## src/rtl/lsu_port_arbiter.sv

```systemverilog
// lsu_port_arbiter
//   Shares one load/store unit between two requesters. Port A is the pipeline
//   MEM stage and has priority. Port B is a debug/DMA master. A starvation
//   counter forces Port B to win once it has been denied MAX_WAIT cycles in a
//   row. At most one access per cycle is forwarded to the LSU. Load results
//   come back through a fixed-latency tag pipeline, so each result goes only
//   to the port that issued the load.
//
// Parameters
//   RD_LAT   : cycles from a load grant to valid i_ld_data (0..4, 0 = same cycle)
//   MAX_WAIT : consecutive denied cycles before Port B is forced to win (1..255)
//   CNT_W    : starvation counter width, 2**CNT_W > MAX_WAIT
//
// Ports
//   i_clk, i_reset          : clock, asynchronous active-low reset
//   i_a_* / o_a_*           : Port A request fields, grant, load response
//   i_b_* / o_b_*           : Port B request fields, grant, load response
//   o_lsu_*                 : access forwarded to the LSU in the grant cycle
//   i_ld_data               : load data returned by the LSU
//
// Optional feature (macro LSU_ARB_PERF_EN)
//   Adds 32-bit wrapping counters o_perf_a_grants, o_perf_b_grants,
//   o_perf_conflicts and o_perf_forced. Arbitration is the same whether or
//   not the macro is defined.
module lsu_port_arbiter #(
  parameter int RD_LAT   = 1,
  parameter int MAX_WAIT = 8,
  parameter int CNT_W    = 8
) (
  input  logic        i_clk,
  input  logic        i_reset,
  input  logic        i_a_req,
  input  logic [31:0] i_a_addr,
  input  logic [31:0] i_a_wdata,
  input  logic        i_a_wren,
  input  logic [2:0]  i_a_type,
  output logic        o_a_gnt,
  output logic        o_a_rvalid,
  output logic [31:0] o_a_rdata,
  input  logic        i_b_req,
  input  logic [31:0] i_b_addr,
  input  logic [31:0] i_b_wdata,
  input  logic        i_b_wren,
  input  logic [2:0]  i_b_type,
  output logic        o_b_gnt,
  output logic        o_b_rvalid,
  output logic [31:0] o_b_rdata,
  output logic [31:0] o_lsu_addr,
  output logic [31:0] o_lsu_wdata,
  output logic        o_lsu_wren,
  output logic [2:0]  o_lsu_type,
  input  logic [31:0] i_ld_data
`ifdef LSU_ARB_PERF_EN
  ,
  output logic [31:0] o_perf_a_grants,
  output logic [31:0] o_perf_b_grants,
  output logic [31:0] o_perf_conflicts,
  output logic [31:0] o_perf_forced
`endif
);

  localparam logic [CNT_W-1:0] MAX_WAIT_C = CNT_W'(MAX_WAIT);
  localparam logic [2:0]       IDLE_TYPE  = 3'b010;

  logic [CNT_W-1:0] wait_q, wait_d;
  logic             starve;
  logic             a_win, b_win;
  logic             ld_issue;
  logic             ret_vld, ret_port;   // ret_port: 0 = Port A, 1 = Port B

  // Arbitration: A has priority, B wins when the starvation flag is set.
  // Grants are forced low while reset is asserted.
  always_comb begin
    a_win  = 1'b0;
    b_win  = 1'b0;
    starve = (wait_q == MAX_WAIT_C);
    if (!i_reset) begin
      a_win = 1'b0;
      b_win = 1'b0;
    end else if (i_a_req && i_b_req) begin
      if (starve) begin
        b_win = 1'b1;
      end else begin
        a_win = 1'b1;
      end
    end else if (i_a_req) begin
      a_win = 1'b1;
    end else if (i_b_req) begin
      b_win = 1'b1;
    end else begin
      a_win = 1'b0;
      b_win = 1'b0;
    end
  end

  assign o_a_gnt  = a_win;
  assign o_b_gnt  = b_win;
  assign ld_issue = (a_win && !i_a_wren) || (b_win && !i_b_wren);

  // LSU request mux. With no grant the bus is parked, and write enable is low.
  always_comb begin
    o_lsu_addr  = 32'h0000_0000;
    o_lsu_wdata = 32'h0000_0000;
    o_lsu_wren  = 1'b0;
    o_lsu_type  = IDLE_TYPE;
    case ({a_win, b_win})
      2'b10: begin
        o_lsu_addr  = i_a_addr;
        o_lsu_wdata = i_a_wdata;
        o_lsu_wren  = i_a_wren;
        o_lsu_type  = i_a_type;
      end
      2'b01: begin
        o_lsu_addr  = i_b_addr;
        o_lsu_wdata = i_b_wdata;
        o_lsu_wren  = i_b_wren;
        o_lsu_type  = i_b_type;
      end
      default: begin
        o_lsu_addr  = 32'h0000_0000;
        o_lsu_wdata = 32'h0000_0000;
        o_lsu_wren  = 1'b0;
        o_lsu_type  = IDLE_TYPE;
      end
    endcase
  end

  // Starvation counter: counts denied B cycles and saturates at MAX_WAIT.
  // It clears when B is granted or withdraws its request.
  always_comb begin
    wait_d = wait_q;
    if (!i_b_req || b_win) begin
      wait_d = '0;
    end else if (starve) begin
      wait_d = wait_q;
    end else begin
      wait_d = wait_q + CNT_W'(1);
    end
  end

  // Starvation counter register.
  always_ff @(posedge i_clk or negedge i_reset) begin
    if (!i_reset) begin
      wait_q <= '0;
    end else begin
      wait_q <= wait_d;
    end
  end

  // Response tag pipeline. Each stage holds {valid, port}.
  // RD_LAT = 0 returns the data in the grant cycle and has no registers.
  generate
    if (RD_LAT == 0) begin : g_lat0
      assign ret_vld  = ld_issue;
      assign ret_port = b_win;
    end else begin : g_pipe
      logic [RD_LAT-1:0] vld_q, vld_d;
      logic [RD_LAT-1:0] port_q, port_d;

      // Shift the tags one stage per cycle. Stage 0 takes this cycle's load.
      always_comb begin
        vld_d     = vld_q;
        port_d    = port_q;
        vld_d[0]  = ld_issue;
        port_d[0] = b_win;
        for (int i = 1; i < RD_LAT; i++) begin
          vld_d[i]  = vld_q[i-1];
          port_d[i] = port_q[i-1];
        end
      end

      // Tag registers. Reset drops every load that is in flight.
      always_ff @(posedge i_clk or negedge i_reset) begin
        if (!i_reset) begin
          vld_q  <= '0;
          port_q <= '0;
        end else begin
          vld_q  <= vld_d;
          port_q <= port_d;
        end
      end

      assign ret_vld  = vld_q[RD_LAT-1] && i_reset;
      assign ret_port = port_q[RD_LAT-1];
    end
  endgenerate

  // Route the returning load data to its owner. The other port reads zero.
  always_comb begin
    o_a_rvalid = 1'b0;
    o_b_rvalid = 1'b0;
    o_a_rdata  = 32'h0000_0000;
    o_b_rdata  = 32'h0000_0000;
    if (ret_vld && !ret_port) begin
      o_a_rvalid = 1'b1;
      o_a_rdata  = i_ld_data;
    end else if (ret_vld && ret_port) begin
      o_b_rvalid = 1'b1;
      o_b_rdata  = i_ld_data;
    end else begin
      o_a_rvalid = 1'b0;
      o_b_rvalid = 1'b0;
    end
  end

`ifdef LSU_ARB_PERF_EN
  logic [31:0] perf_a_q, perf_b_q, perf_conf_q, perf_forced_q;
  logic        conflict, forced;

  assign conflict = i_reset && i_a_req && i_b_req;
  assign forced   = conflict && starve;

  // Wrapping performance counters.
  always_ff @(posedge i_clk or negedge i_reset) begin
    if (!i_reset) begin
      perf_a_q      <= 32'h0000_0000;
      perf_b_q      <= 32'h0000_0000;
      perf_conf_q   <= 32'h0000_0000;
      perf_forced_q <= 32'h0000_0000;
    end else begin
      perf_a_q      <= perf_a_q + {31'd0, a_win};
      perf_b_q      <= perf_b_q + {31'd0, b_win};
      perf_conf_q   <= perf_conf_q + {31'd0, conflict};
      perf_forced_q <= perf_forced_q + {31'd0, forced};
    end
  end

  assign o_perf_a_grants  = perf_a_q;
  assign o_perf_b_grants  = perf_b_q;
  assign o_perf_conflicts = perf_conf_q;
  assign o_perf_forced    = perf_forced_q;
`endif

endmodule
```

## config.mk

```make
export PLATFORM = sky130hd
export DESIGN_NAME = lsu_port_arbiter
export DESIGN_NICKNAME = d
export VERILOG_FILES = /design/src/rtl/lsu_port_arbiter.sv
export SDC_FILE = /design/constraint.sdc
export NUM_CORES = 1
export LEC_CHECK = 0
export ABC_AREA = 1
export BUFFER_PORTS_ARGS = -buffer_cell sky130_fd_sc_hd__buf_2
export CAP_MARGIN = 5
export CORE_AREA = 5 5 116 118
export CTS_BUF_LIST = sky130_fd_sc_hd__clkbuf_4 sky130_fd_sc_hd__clkbuf_8
export DETAILED_ROUTE_END_ITERATION = 12
export DIE_AREA = 0 0 121 123
export PLACE_DENSITY = 0.47
export REMOVE_ABC_BUFFERS = 1
export SYNTH_ARGS = -nofsm -noshare
export SYNTH_HDL_FRONTEND = slang
export SYNTH_SLANG_ARGS = --single-unit
```

## constraint.sdc

```tcl
create_clock -name i_clk -period 2.9 [get_ports i_clk]
set_input_delay 0.29 -clock i_clk [delete_from_list [all_inputs] [get_ports i_clk]]
set_output_delay 0.29 -clock i_clk [all_outputs]
set_load 0.1 [all_outputs]
```

Word-level counts from Yosys, hierarchy flattened
Index checks and enable logic that the tools add are counted.

word-level totals
  bits of input ports = 172
  output and inout port bits = 136
  register bits = 10

cells by class
  equality and inequality tests = 4
  multiplexer cells = 21
  $add $sub $neg = 1
  reduce and logical (&&, ||, !) cells = 12

operators by type and width
  kind                                                   count
  one-hot mux 32 bit (2 select lines)                    2
  2-to-1 mux 32 bit                                      3
  2-to-1 mux 8 bit                                       2
  2-to-1 mux 1 bit                                       12
  adder 8 x 1 -> 8 bit, second input constant            1
  == test 8 x 4 -> 1 bit, second input constant          1
  logical AND 1 bit                                      6
  one-hot mux 3 bit (2 select lines)                     1
  zero test 1 bit                                        4
  == test 2 x 1 -> 1 bit, second input constant          1
  == test 2 bit, second input constant                   1
  logical OR 1 bit                                       2
  inequality test 2 x 1 -> 1 bit, second input constant  1
  one-hot mux 1 bit (2 select lines)                     1

Logic depth before layout (Yosys ltp)
Gate-level depths: netlist of the first run.

  depth after elaboration = 6
  mapped depth = 14
  gate-level depth less buffers = 11

Worst setup path after synthesis of the first run
OpenSTA, ideal clock, no wires.

  path kind = register to output
  start point = reg wait_q[0]
  end point = out o_lsu_wdata[11]
  buffers on the path = 3
  data arrival time = 3.970 ns
  path slack = -1.360 ns
  required time = 2.610 ns
  stages on the path, launching flop included = 14
  cell sequence = dfrtp_1 inv_1 ha_1 nand2_1 nor2_1 nand2_2 nand2_1 nand2_1 inv_1 ha_1 buf_2 buf_2 clkbuf_1 a21oi_1

on the way
  cells in the longest elaborated chain, start to end = 6
  elaborated cells between the ends (all ways) = 10
  classes of those cells = eq/ne: 3; mux: 7

RTL lines
  what                                                            line  source
  from (decl)                                                     65    logic [CNT_W-1:0] wait_q, wait_d;
  from (signal assigned)                                          146   wait_q <= wait_d;
  == test 8 x 4 -> 1 bit (*)                                      76    starve = (wait_q == MAX_WAIT_C);
  2-to-1 mux 1 bit (*)                                            81    if (starve) begin
  2-to-1 mux 1 bit (*)                                            80    end else if (i_a_req && i_b_req) begin
  2-to-1 mux 1 bit (*)                                            77    if (!i_reset) begin
  via o_b_gnt                                                     45    output logic o_b_gnt,
  == test 2 x 1 -> 1 bit / == test 2 bit (equally long branches)  106   case ({a_win, b_win})
  one-hot mux 32 bit (2 select lines) (*)                         106
  to (decl)                                                       49    output logic [31:0] o_lsu_wdata,

The timed path passes the listed nets; every way through them passes the cells marked *.

Worst setup path after layout of the first run
  start point = reg wait_q[0]
  end point = out o_lsu_type[1]

on the way
  cells in the longest elaborated chain, start to end = 6
  elaborated cells between the ends (all ways) = 10
  classes of those cells = eq/ne: 3; mux: 7

RTL lines
  what                                                            line  source
  == test 8 x 4 -> 1 bit (*)                                      76
  2-to-1 mux 1 bit                                                81
  2-to-1 mux 1 bit                                                80
  2-to-1 mux 1 bit                                                77
  == test 2 x 1 -> 1 bit / == test 2 bit (equally long branches)  106
  one-hot mux 3 bit (2 select lines) (*)                          106
  to (decl)                                                       51    output logic [2:0] o_lsu_type,

Every way passes the cells marked *; elsewhere a longest branch is shown, timed or not.

==> results of run 1 <==
-- cells in the final DEF, fill, tap and decap left out, drive strengths merged, types with 3 or more instances in the layout --
cell type	instances
buf	315
xor2	4
nand3	6
inv	49
dfrtp	10
o2111ai	3
a21oi	67
clkbuf	4
nor2	74
ha	4
nand2	156
-- layer usage --
| metal | GRT usage [%] | vias to the layer above | part of all wire [%] |
|---|---|---|---|
| met2 | 28.9 | 196 | 52 |
| met4 | 3.19 | 0 | 2.1 |
| met3 | 3.98 | 14 | 9.6 |
| met5 | 0 | - | 0 |
| met1 | 15.9 | 1501 | 36 |
| li1 | - | 1821 | - |
-- cell type report --
type,count,area (µm²),area share [%]
Sequential cell,10,250,5.00
Multi-Input combinational cell,319,1590,31.8
Timing Repair Buffer,316,2710,54.1
Clock buffer,4,55.1,1.10
Inverter,49,184,3.68
Tap cell,172,215,4.30
-- what timing repair did --
item	4_1_cts	5_1_grt
endpoints found under the setup margin	1	68
hold buffers	1	0
hold endpoints to repair	6	0
gates resized for setup	1	56
pin swaps	0	0
-- worst max-delay path, delay by kind of cell, from the launching register on --
| family | cells | cell delay, ns |
|---|---|---|
| adders and majority gates | 2 | 0.43 |
| DFF | 1 | 0.40 |
| and+or+nand+nor | 5 | 0.44 |
| buffers and inverters | 4 | 0.53 |
| AOI/OAI and AO/OA | 1 | 0.33 |
-- flip-flops by register name, indices dropped and copies added, names as in the netlist --
signal / flops
g_pipe.vld_q: 1
wait_q: 8
g_pipe.port_q: 1
-- logic make-up (layout without fill, tap and decap cells) --
group | Yosys count | in the layout
AOI/OAI and AO/OA | 72 | 72
xor gates and xnor gates | 4 | 4
buffers and inverters | 79 | 369
and+or+nand+nor | 239 | 239
DFF | 10 | 10
adders and majority gates | 4 | 4
-- through the flow --
| step | std cells | cell area [µm²] |
|---|---|---|
| finish | 870 | 5000 |
| global route | 870 | 5000 |
| CTS | 870 | 4810 |
| detailed placement | 865 | 4740 |
| global placement | 865 | 4740 |
| floorplan | 378 | 1830 |
-- power by group --
part / leakage, nW / internal, mW / switching [mW]
Clock: 0.0288 / 0.119 / 0.0503
Combinational: 2.40 / 0.302 / 0.655
Sequential: 0.136 / 0.144 / 0.00380
-- worst max path at each step --
stage	start	slack [ns]	endpoint
floorplan	wait_q[0]$_DFFE_PN0P_	-2.02	o_lsu_wdata[30]
global placement	wait_q[0]$_DFFE_PN0P_	0.26	o_lsu_wdata[12]
detailed placement	wait_q[0]$_DFFE_PN0P_	0.24	o_lsu_wdata[12]
CTS	wait_q[0]$_DFFE_PN0P_	0.007	o_lsu_addr[3]
global route	wait_q[0]$_DFFE_PN0P_	0.03	o_lsu_type[1]
finish	wait_q[0]$_DFFE_PN0P_	0.22	o_lsu_type[1]
==> impl_results.rst, run 1 <==
.. list-table::
   :header-rows: 1

   * - Metric
     - Value
   * - Cells traversed along the worst timing path
     - inv_1 -> ha_1 -> nand2_1 -> nor2_2 -> nand2_2 -> nand2_1 -> nand2_2 -> inv_2 -> ha_2 -> buf_12 -> a221o_1 -> buf_12
   * - Port-buffer cells
     - approximately 310
   * - Synth Area in Adders
     - 2.53%
   * - Number of synthesized register bits
     - 10
   * - Worst hold start
     - i_b_wren
   * - Design Power
     - about 1.3 mW
   * - Max-slew violation total from the final report
     - 0
   * - Fmax
     - 373 MHz
   * - Synth top area cells
     - nand2_1 (29%), a21oi_1 (17%), nor2_1 (13%)
   * - Largest fanout of any net on the critical path
     - 35
   * - Number of buffers inserted to repair setup after CTS
     - 0
   * - RSZ-0062 raised after global routing
     - false
   * - Maximum clock path buffer count
     - 2
   * - Data required time at the worst endpoint
     - between 2 and 3 ns
   * - Classification of the worst-slack hold path
     - input port to register
   * - Number of standard cells after synthesis
     - between 400 and 500
   * - Clock sink total
     - 10
   * - Remaining antenna violation count
     - 0
   * - Worst reg2reg path endpoint
     - wait_q[3]$_DFFE_PN0P_
   * - Library cell used as clock root buffer
     - clkbuf_8
   * - Asr flop ratio synth
     - 100%
   * - Post-Route Hold Slack
     - around 0.33 ns
   * - Hold path endpoint
     - g_pipe.vld_q$_DFF_PN0_
   * - Crit path launch type
     - register
   * - Routed via count divided by cell count
     - around 4
   * - Starting density of the core
     - approximately 16%
   * - Reg-to-Reg Start
     - wait_q[0]$_DFFE_PN0P_
   * - DP HPWL
     - 11.0 mm
   * - Combined area of all synthesized cells
     - a little under 2000 µm²
   * - Number of cell rows
     - 41
   * - Total power per unit cell area
     - 255 nW/µm²
   * - Max-Slew Margin vs Limit
     - around two thirds
   * - Static Leakage
     - 2.56 nW
   * - Clk_lat worst skew
     - 0.23 ns
   * - Slew at the pin closest to its max-slew limit
     - ~0.52 ns
   * - Filler Cell Count
     - ~1300
   * - Maximum level of the CTS H-tree
     - 1
   * - Router iterations before antenna repair
     - 4
   * - Share of synthesized cell area in and, or, nand and nor gates
     - 47.3%
   * - Proportion of synthesized area in mux cells
     - 0%
   * - Minimum period implied by the final worst setup slack
     - approximately 2.7 ns
   * - Worst supply voltage drop on vdd
     - roughly 0.13 mV
   * - Pin count of the biggest net entering global routing
     - 47
   * - Dominant combinational cell family by area after synthesis
     - simple AND/OR/NAND/NOR gates
   * - Post-route DRC
     - 0
   * - Worst Setup Slack, final
     - 0.219 ns
   * - Type of the worst setup path
     - register to output port
   * - Biggest area consumer among synthesized cells
     - nand2_1
   * - Arrival @ worst endpoint
     - approximately 2.4 ns
   * - R2R depth
     - 9
   * - Clock-pin slew on the worst setup and hold paths
     - 0.05 ns
   * - Dominant register cell in the synthesized netlist
     - dfrtp_1
   * - Slack of the worst reg-to-reg path
     - between 1.5 and 2 ns
   * - Overall fraction of global-route tracks in use
     - around 15%
   * - Critical path capture point type
     - output port
   * - Core region area
     - ~12000 µm²
   * - Num ports
     - 308
   * - Clock Skew
     - approximately 0.0013 ns
   * - Total wirelength of the detailed-routed design
     - 12.9 mm
   * - Fraction of the cycle the final worst path needs
     - 92.5%
   * - Placer congestion estimate
     - 0.773
   * - Share of the synthesized area in the top cell type
     - between 20% and 30%
   * - Antenna violations before repair
     - 0
   * - Complex-gate fraction of the synthesized area
     - roughly a fifth
   * - Share of synthesized area occupied by flip-flops and latches
     - about an eighth
   * - Number of buffers inserted during clock tree synthesis
     - 3
   * - Hold path depth
     - 3
   * - GRT overflow
     - 0
   * - Total via count after detailed routing
     - about 3500
   * - Most repeated cell in the gate-level netlist after synthesis
     - nand2_1
   * - Worst slack at placement
     - approximately 0.24 ns
   * - Post-synthesis cell type count
     - 20
   * - First-pass GRT wire length
     - around 17 mm
   * - Die width
     - roughly 120 µm
   * - Fraction of layout instances using a drive strength above 1
     - between 50% and 60%
   * - Core occupancy in the finished layout
     - between 40 and 50%
   * - DRT iter0 DRCs
     - 96
   * - Antenna Cells
     - 0
   * - Area added between synthesis and finish
     - 152%
   * - Layout net count
     - 875
   * - TritonCTS clock tree
     - yes
   * - Outcome
     - finished, final reports clean
   * - Final setup violating endpoints
     - 0
   * - Crit-path slowest cell
     - dfrtp_1
   * - Die Y
     - ~120 µm
   * - Most common library cells after synthesis
     - nand2_1 (154), nor2_1 (70), a21oi_1 (67), inv_1 (47), clkbuf_1 (17)
   * - Number of synthesized flops with an enable pin
     - 0
   * - XOR/XNOR Fraction of Synth Area
     - 1.77%
   * - Post-route setup TNS
     - 0 ns
   * - Reported max-cap violation count
     - 0
   * - Number of global-route vias before repair
     - 3304
   * - Overall die area
     - between 10000 and 15000 µm²
   * - Stage delay of the slowest cell on the critical path
     - 0.40 ns
   * - Final hold viol count
     - 0
   * - Routed wirelength normalized by instance count
     - 14.8 µm
   * - Warning count from the yosys run
     - 0
   * - Mean instance size in the synthesized netlist
     - 4.86 µm²
Note: power is estimated with default switching activity, not from simulation.
==> run 2, diff against run 1 <==
--- a/config.mk
+++ b/config.mk
@@ -11,5 +11,6 @@
 export CORE_AREA = 5 5 116 118
-export CTS_BUF_LIST = sky130_fd_sc_hd__clkbuf_4 sky130_fd_sc_hd__clkbuf_8
+export CTS_BUF_LIST = sky130_fd_sc_hd__clkbuf_4 sky130_fd_sc_hd__clkbuf_8 sky130_fd_sc_hd__clkbuf_16
 export DETAILED_ROUTE_END_ITERATION = 12
 export DIE_AREA = 0 0 121 123
+export GPL_ROUTABILITY_DRIVEN = 0
 export PLACE_DENSITY = 0.47
--- a/constraint.sdc
+++ b/constraint.sdc
@@ -3,2 +3,2 @@
 set_output_delay 0.29 -clock i_clk [all_outputs]
-set_load 0.1 [all_outputs]
+set_load 0.05 [all_outputs]
==> run 2 against run 1 <==
Against the previous run: final cell count up 0.11%; worst hold slack improved by 0.0010 ns; die area stayed put; largest power group unchanged; highest routed layer is now met5.
==> impl_results.rst, run 2 (synthesis results as in run 1) <==
.. list-table::
   :header-rows: 1

   * - Metric
     - Value
   * - Routed wirelength normalized by instance count
     - 14.2 µm (-3.8%)
   * - Post-route setup TNS
     - 0 ns (unchanged)
   * - Number of cell rows
     - 41 (unchanged)
   * - GRT overflow
     - 0 (unchanged)
   * - Total via count after detailed routing
     - 3487 (-1.3%)
   * - Worst hold start
     - i_b_wren
   * - Largest fanout of any net on the critical path
     - 35 (unchanged)
   * - Arrival @ worst endpoint
     - 2.41 ns (+0.02 ns)
   * - Post-route DRC
     - 0 (unchanged)
   * - Layout net count
     - 876 (+0.11%)
   * - First-pass GRT wire length
     - 16.8 mm (-3.5%)
   * - Reg-to-Reg Start
     - wait_q[0]$_DFFE_PN0P_
   * - Num ports
     - 308 (unchanged)
   * - Type of the worst setup path
     - register to output port
   * - Total power per unit cell area
     - 257 nW/µm² (+0.80%)
   * - Remaining antenna violation count
     - 0 (unchanged)
   * - Number of buffers inserted to repair setup after CTS
     - 0 (unchanged)
   * - TritonCTS clock tree
     - yes
   * - Number of buffers inserted during clock tree synthesis
     - 3 (unchanged)
   * - Maximum clock path buffer count
     - 2 (unchanged)
   * - Maximum level of the CTS H-tree
     - 1 (unchanged)
   * - RSZ-0062 raised after global routing
     - true
   * - Router iterations before antenna repair
     - 5 (+1)
   * - Worst Setup Slack, final
     - 0.202 ns (-0.0167 ns)
   * - Filler Cell Count
     - 1486 (+15%)
   * - Worst slack at placement
     - 0.269 ns (+0.0286 ns)
   * - Die width
     - 121 µm (unchanged)
   * - DP HPWL
     - 10.3 mm (-5.7%)
   * - Flip-flop count of the largest register, all copies and words added
     - 8 (unchanged)
   * - Biggest registers after layout
     - wait_q x8, g_pipe.port_q x1, g_pipe.vld_q x1
   * - Data required time at the worst endpoint
     - 2.61 ns (about the same)
   * - Stage delay of the slowest cell on the critical path
     - 0.38 ns (-0.02 ns)
   * - Overall fraction of global-route tracks in use
     - 14.1% (-0.73 points)
   * - Final hold viol count
     - 0 (unchanged)
   * - Area added between synthesis and finish
     - 95.6%
   * - Library cell used as clock root buffer
     - clkbuf_16
   * - Overall die area
     - 14900 µm² (unchanged)
   * - Max-slew violation total from the final report
     - 0 (unchanged)
   * - Register bank with the most flops
     - wait_q
   * - Critical path capture point type
     - output port
   * - Port-buffer cells
     - 307 (unchanged)
   * - Crit-path slowest cell
     - dfrtp_1
   * - Antenna Cells
     - 0 (unchanged)
   * - DRT iter0 DRCs
     - 100 (+4.2%)
   * - Max-Slew Margin vs Limit
     - 63.1% (-2.0 points)
   * - Total wirelength of the detailed-routed design
     - 12.4 mm (-3.7%)
   * - Antenna violations before repair
     - 1 (+1)
   * - Die Y
     - 123 µm (unchanged)
   * - Most common cell after layout, fill and taps aside
     - buf_2
   * - Worst supply voltage drop on vdd
     - 0.154 mV (+20%)
   * - Final setup violating endpoints
     - 0 (unchanged)
   * - Slew at the pin closest to its max-slew limit
     - 0.552 ns (+0.0299 ns)
   * - Crit path launch type
     - register
   * - Outcome
     - finished, final reports clean
   * - Classification of the worst-slack hold path
     - input port to register
   * - Starting density of the core
     - 16.0% (unchanged)
   * - Design Power
     - 0.995 mW (-22%)
   * - Routed via count divided by cell count
     - 4.00 (-1.4%)
   * - Fraction of the cycle the final worst path needs
     - 93.0% (+0.58 points)
   * - Number of global-route vias before repair
     - 3324 (+0.61%)
   * - Clk_lat worst skew
     - 0.24 ns (about the same)
   * - Reported max-cap violation count
     - 0 (unchanged)
   * - Core region area
     - 12400 µm² (unchanged)
   * - Clock-pin slew on the worst setup and hold paths
     - 0.04 ns (about the same)
   * - Clock sink total
     - 10 (unchanged)
   * - Fmax
     - 371 MHz (-0.62%)
   * - Cells traversed along the worst timing path
     - inv_1 -> ha_1 -> nand2_1 -> nor2_1 -> nand3_1 -> nand3_1 -> inv_1 -> ha_2 -> buf_12 -> nand2_1 -> a21oi_1 -> buf_2
   * - Most frequent cells in the layout
     - buf_2 (288), nand2_1 (154), nor2_1 (70)
   * - Fraction of layout instances using a drive strength above 1
     - 47.6% (-6.7 points)
   * - Clock Skew
     - 0.000579 ns (-0.000684 ns)
   * - Static Leakage
     - 2.37 nW (-7.3%)
   * - Pin count of the biggest net entering global routing
     - 55 (+17%)
   * - Minimum period implied by the final worst setup slack
     - 2.70 ns (+0.0167 ns)
   * - Startpoint of the worst setup timing path
     - wait_q[0]$_DFFE_PN0P_
run 2: changes by cell type in the layout (fill, tap and decap cells not counted), sizes merged:
cell and delta:
clkbuf +16, buf -15
run 2: path summary, 6_finish.rpt:
| check | slack, ns | endpoint | depth (start not counted) |
|---|---|---|---|
| max | 0.20 | o_lsu_addr[6] | 12 |
| min | 0.33 | g_pipe.vld_q$_DFF_PN0_ | 3 |
| max reg2reg | 1.48 | wait_q[4]$_DFFE_PN0P_ | 9 |
| min reg2reg | 0.53 | wait_q[1]$_DFFE_PN0P_ | 2 |
| max in group asynchronous | 2.10 | wait_q[5]$_DFFE_PN0P_ | 3 |
| min in group asynchronous | 0.44 | wait_q[2]$_DFFE_PN0P_ | 2 |
run 2: cell type report:
class	count	area (µm²)	area share (%)
well taps	172	215	5.55
inverters	49	184	4.74
flip-flops and latches	10	250	6.45
multi-input cells	319	1420	36.6
clock buffers	4	88.8	2.29
repair buffers	317	1720	44.4
run 2: metal layers:
metal	up-vias	part of all wire [%]	GRT usage, %
met3	12	9.9	3.84
met5	-	0.10	0
met4	2	0.73	1.77
met2	203	51	27.2
met1	1449	38	15.8
li1	1821	-	-
run 2: timing repair:
item,in CTS,in global routing
cloned,0,1
hold buffers,1,0
resized for setup,1,25
setup endpoints to repair,1,68
hold endpoints to repair,6,0
run 2: worst max-delay path, delay by kind of cell, from the launching register on:
family	cells	cell delay [ns]
adder cells (fa/ha/maj)	2	0.43
buffers and inverters	4	0.68
AO/OA/AOI/OAI	1	0.19
flip-flops	1	0.38
AND/OR/NAND/NOR	5	0.46
run 2: per-stage QoR:
| stage | instances | cell area [µm²] | utilization [%] | hold WS, ns |
|---|---|---|---|---|
| final | 871 | 3880 | 31.4 | 0.332 |
| after global routing | 871 | 3880 | 31.4 | 0.359 |
| after CTS | 870 | 3790 | 30.7 | 0.336 |
| after detailed placement | 865 | 3690 | 29.8 | 0.149 |
| after global placement | 865 | 3690 | 29.8 | 0.152 |
| after floorplan | 378 | 1830 | - | -0.00559 |
run 2: power by group:
part / internal, mW / leakage, nW / switching (mW)
clock: 0.207 / 0.0442 / 0.0627
sequential: 0.144 / 0.136 / 0.00382
combinational: 0.182 / 2.19 / 0.395
